File: config.mk
export PLATFORM = sky130hd
export DESIGN_NAME = darts_game_ctrl
export DESIGN_NICKNAME = d
export VERILOG_FILES = /design/src/rtl/darts_game_ctrl.sv
export SDC_FILE = /design/constraint.sdc
export NUM_CORES = 1
export LEC_CHECK = 0
export CAP_MARGIN = 30
export CORE_MARGIN = 5
export CORE_UTILIZATION = 50
export DETAILED_ROUTE_END_ITERATION = 12
export GPL_ROUTABILITY_DRIVEN = 0
export PLACE_DENSITY = 0.88
export SYNTH_ARGS = -nofsm -noshare
export SYNTH_HDL_FRONTEND = slang
export SYNTH_SLANG_ARGS = --single-unit
File: constraint.sdc
create_clock -name clk -period 3.8 [get_ports clk]
set_input_delay 0.76 -clock clk [delete_from_list [all_inputs] [get_ports clk]]
set_output_delay 0.76 -clock clk [all_outputs]
set_load 0.03 [all_outputs]
File: src/rtl/darts_game_ctrl.sv
// darts_game_ctrl: two-player turn sequencer for the dart scoreboard.
// Define DARTS_DOUBLE_OUT_EN to require a double-ring dart for the winning throw.
module darts_game_ctrl #(
    parameter int unsigned START_PT       = 301,
    parameter int unsigned DARTS_PER_TURN = 3
) (
    input  logic       clk,
    input  logic       reset,
    input  logic       dart_come_i,
    input  logic [7:0] dart_position_x_i,
    input  logic [7:0] dart_position_y_i,
    output logic       score_req_o,
    output logic [7:0] score_x_o,
    output logic [7:0] score_y_o,
    input  logic       score_ack_i,
    input  logic [5:0] score_val_i,
    input  logic       score_dbl_i,
    output logic       game_set_o,
    output logic       player_1_done_o,
    output logic       player_2_done_o,
    output logic       player_1_win_o,
    output logic       player_2_win_o,
    output logic [8:0] player_1_pt_o,
    output logic [8:0] player_2_pt_o
);

    localparam logic [8:0] START_PT_9 = 9'(START_PT);
    localparam int         CNT_W      = $clog2(DARTS_PER_TURN + 1);
    localparam logic [CNT_W-1:0] TURN_DARTS = CNT_W'(DARTS_PER_TURN);

    typedef enum logic [2:0] {
        WAIT,
        REQ,
        UPD,
        GAP,
        OVER
    } state_t;

    state_t           state;
    state_t           state_nxt;
    logic             active_p2;
    logic [CNT_W-1:0] dart_cnt;
    logic [8:0]       snap_pt;
    logic [5:0]       dart_val;
    logic             bust_q;
    logic [8:0]       pt_active;
    logic signed [9:0] rem;
    logic             upd_win;
    logic             upd_bust;
    logic [8:0]       pt_new;

`ifdef DARTS_DOUBLE_OUT_EN
    logic             dart_dbl;
`else
    logic             dbl_unused;
    assign dbl_unused = score_dbl_i;
`endif

    always_ff @(posedge clk) begin
        if (!reset) begin
            state <= WAIT;
        end else begin
            state <= state_nxt;
        end
    end

    always_comb begin
        state_nxt = state;
        case (state)
            WAIT:    if (dart_come_i) state_nxt = REQ;
            REQ:     if (score_ack_i) state_nxt = UPD;
            UPD:     state_nxt = upd_win ? OVER : GAP;
            GAP:     state_nxt = WAIT;
            OVER:    state_nxt = OVER;
            default: state_nxt = WAIT;
        endcase
    end

    // Points arithmetic for the dart currently held in dart_val.
    always_comb begin
        pt_active = active_p2 ? player_2_pt_o : player_1_pt_o;
        rem       = $signed({1'b0, pt_active}) - $signed({4'b0000, dart_val});
`ifdef DARTS_DOUBLE_OUT_EN
        upd_win  = (rem == 10'sd0) && dart_dbl;
        upd_bust = (rem < 10'sd0) || (rem == 10'sd1) || ((rem == 10'sd0) && !dart_dbl);
`else
        upd_win  = (rem == 10'sd0);
        upd_bust = (rem < 10'sd0);
`endif
        if (upd_win) begin
            pt_new = 9'd0;
        end else if (upd_bust) begin
            pt_new = snap_pt;
        end else begin
            pt_new = rem[8:0];
        end
    end

    always_ff @(posedge clk) begin
        if (!reset) begin
            score_req_o     <= 1'b0;
            score_x_o       <= 8'd0;
            score_y_o       <= 8'd0;
            game_set_o      <= 1'b0;
            player_1_done_o <= 1'b0;
            player_2_done_o <= 1'b0;
            player_1_win_o  <= 1'b0;
            player_2_win_o  <= 1'b0;
            player_1_pt_o   <= START_PT_9;
            player_2_pt_o   <= START_PT_9;
            snap_pt         <= START_PT_9;
            active_p2       <= 1'b0;
            dart_cnt        <= '0;
            dart_val        <= 6'd0;
            bust_q          <= 1'b0;
`ifdef DARTS_DOUBLE_OUT_EN
            dart_dbl        <= 1'b0;
`endif
        end else begin
            player_1_done_o <= 1'b0;
            player_2_done_o <= 1'b0;
            case (state)
                WAIT: begin
                    if (dart_come_i) begin
                        score_x_o   <= dart_position_x_i;
                        score_y_o   <= dart_position_y_i;
                        score_req_o <= 1'b1;
                    end
                end
                REQ: begin
                    if (score_ack_i) begin
                        score_req_o <= 1'b0;
                        dart_val    <= (score_val_i > 6'd60) ? 6'd0 : score_val_i;
`ifdef DARTS_DOUBLE_OUT_EN
                        dart_dbl    <= score_dbl_i;
`endif
                    end
                end
                UPD: begin
                    dart_cnt <= dart_cnt + CNT_W'(1);
                    bust_q   <= upd_bust;
                    if (active_p2) begin
                        player_2_pt_o   <= pt_new;
                        player_2_done_o <= 1'b1;
                        if (upd_win) player_2_win_o <= 1'b1;
                    end else begin
                        player_1_pt_o   <= pt_new;
                        player_1_done_o <= 1'b1;
                        if (upd_win) player_1_win_o <= 1'b1;
                    end
                    if (upd_win) game_set_o <= 1'b1;
                end
                GAP: begin
                    // Turn hand-over: the snapshot is what a later bust restores.
                    if (bust_q || (dart_cnt == TURN_DARTS)) begin
                        active_p2 <= !active_p2;
                        dart_cnt  <= '0;
                        snap_pt   <= active_p2 ? player_1_pt_o : player_2_pt_o;
                    end
                end
                default: begin
                end
            endcase
        end
    end

endmodule

==> key figures <==
Hold path
  • Hold depth: 2
  • Hold Path End: player_1_win_o
  • Min-delay worst type: reg2reg
  • Hold_sp: player_1_win_o

Clock network
  • TritonCTS clock tree: yes
  • Post-CTS sizing: 0
  • # hold bufs at CTS: 0
  • Clk slew on worst S/H paths: 70 ps
  • H-tree levels: 3
  • CTS Root Cell: clkbuf_8
  • Post-CTS setup buffer count: 0
  • CTS Buf Count: 9
  • Clock Sinks: between 60 and 70
  • Clock Path Buffers: 2
  • Worst-Skew Late Latency: 340 ps

Synth
  • Mean Syn Cell Area: 8.59 µm²
  • FFs w/ async S/R, synth: 0
  • Synthesized flop and latch total: 62
  • EDFF count, synth: 0
  • Top-area cell type share of the netlist area: 0.425
  • Synth top area cells: dfxtp_1, nand2_1, mux2i_1, a21boi_0, ha_1
  • Post-synthesis sequential area ratio: 0.425
  • Post-synth top area cell: dfxtp_1
  • Mapped Cells: between 300 and 400
  • Synth Flop Type: dfxtp_1
  • Cell Area, Synth: 2920 µm²
  • Synth warn: 0
  • Yosys cell types: 40
  • Syn_nets: 376

Timing
  • Min cycle time layout: around 3000 ps
  • Max Slew Vio Count: 0
  • Final setup viols: 0
  • Part of the cycle the worst path needs: 0.773
  • Slew headroom: 0.363
  • FMAX: 0.340 GHz
  • Worst-Margin Slew: 955 ps
  • Fin. Hold Viols: 0
  • Max Clock Skew: about 8.6 ps
  • RSZ-0062 raised after global routing: no
  • Final Hold Slack: around 450 ps
  • Final setup TNS: 0 ps

Critical path
  • Critical-path maximum fanout: 18
  • CP Launch Type: flip-flop
  • Critical Path Sink Type: flip-flop
  • Worst r2r path cells: 10
  • CP arrival: about 3200 ps
  • Worst r2r src: active_p2
  • Worst EP required: 4070 ps
  • Reg2reg end: game_set_o
  • WS Path Type: reg2reg
  • Setup slack, reg-to-reg: 860 ps

Die
  • Die area: 7470 µm²
  • Die X: 86.4 µm
  • Die H: slightly below 90 µm
  • Io pins: 67
  • Core ar.: between 5000 and 6000 µm²
  • Initial Util: 0.521
  • Rows: 27

GRT
  • Vias in the first global route: approximately 2600
  • Pin count of the biggest net entering global routing: 30
  • Global route overflow: 0
  • Global-route wire length before repair: 12200 µm
  • Initial antenna violation count: 0
  • GR Util All Layers: 0.208

Finish
  • Post-layout util: 0.693
  • Final nets: ~440
  • Area growth, synth to finish: 33.1%
  • Most frequent cells in the layout: nand2_1, clkdlybuf4s50_1, dfxtp_1, a21boi_0, mux2i_1
  • Finished Cell Area: 3890 µm²
  • N_diodes: 0
  • Most common cell after layout, fill and taps aside: nand2_1
  • Layout cells sized above 1: 0.0665

Pwr
  • Lkg Pwr: 0.00151 µW
  • Worst vdd ir: 0.282 mV
  • Cell Pwr Density: 438 nW/µm²
  • Total Power Consumption: 1700 µW

Status
  • Status: complete, no violations

Detailed routing
  • Detailed Routing Iterations Pass 1: 4
  • Routed wire length: 7160 µm
  • Drt drc: 0
  • DRC marker count from the first detailed-route iteration: between 100 and 150
  • Vias: 2594
  • Via density: 5.43
  • WL per Instance: 15.0 µm
  • Antenna viol nets, final: 0

Placed design
  • Placed inst area: approximately 3600 µm²
  • Buffers on Ports: 65
  • Post-DP HPWL: 5220 µm

Flow run
  • Number of max-cap violations: 0
sequential cells by signal, indices dropped and copies added (netlist names), 2 cells and up:
name,flops
snap_pt,9
dart_val,6
player_1_pt_o,9
score_y_o,8
dart_cnt,2
player_2_pt_o,9
state,3
score_x_o,8
stage by stage:
step / std cells / worst slack (ps)
floorplan: 340 / 891
global placement: 462 / 974
detailed placement: 462 / 907
CTS: 478 / 895
global route: 478 / 721
finish: 478 / 863
worst max-delay path, cell delays in order, from the launching register on:
cell and delay (ps):
dfxtp_1 330, buf_4 250, mux2i_1 160, ha_1 230, fa_1 390, nand2b_1 180
a21oi_1 170, xor2_1 130, or3b_1 420, or4_4 460, o21ai_1 150
worst max path at each step:
stage | slack, ps | endpoint | startpoint | cells after the start
2_1_floorplan | 890 | game_set_o | active_p2 | 11
4_1_cts | 890 | state[2] | active_p2 | 10
3_5_place_dp | 910 | state[2] | active_p2 | 10
5_1_grt | 720 | player_2_win_o | active_p2 | 10
3_3_place_gp | 970 | game_set_o | active_p2 | 10
6_report | 860 | game_set_o | active_p2 | 10
power breakdown:
group / switching [µW] / total, µW / internal, µW
registers: 17.0 / 691 / 674
logic: 134 / 232 / 98.1
clock network: 260 / 778 / 519
synthesized netlist by cell type (2+ instances only):
library cell	n
o2111ai_1	2
xor2_1	4
mux2i_1	21
o21ai_1	6
o211ai_1	8
nor4_1	2
nor3b_1	6
dfxtp_1	62
mux2_2	4
ha_1	8
and3_1	2
a21oi_1	18
inv_1	14
nand3_1	16
nor2b_1	3
a21boi_0	24
clkbuf_1	17
nand2_1	66
o21ai_0	19
and2_1	9
xnor2_1	3
a21o_1	2
nor2_1	6
or3b_1	2
logic make-up after synthesis:
group                    synth area share
flip-flops                          0.425
AO/OA/AOI/OAI                       0.186
AND/OR/NAND/NOR                     0.189
multiplexers                       0.0925
buffers and inverters              0.0454
adder cells (fa/ha/maj)            0.0411
XOR/XNOR                           0.0210
layout make-up:
type	count	area, µm²
clock buffer	10	138
clock inverter	6	133
fill	467	1720
inverter	14	52.6
multi-input combinational	245	1550
sequential	62	1240
tap	72	90.1
timing repair buffer	69	681
metal layers:
metal	vias up	global-route usage	part of all wire
met3	13	0.0675	0.072
met1	1223	0.233	0.42
met4	0	0.102	0.021
met2	63	0.353	0.49
met5	-	0	0
li1	1295	-	-
No activity file was read; power rests on OpenSTA's default activity.
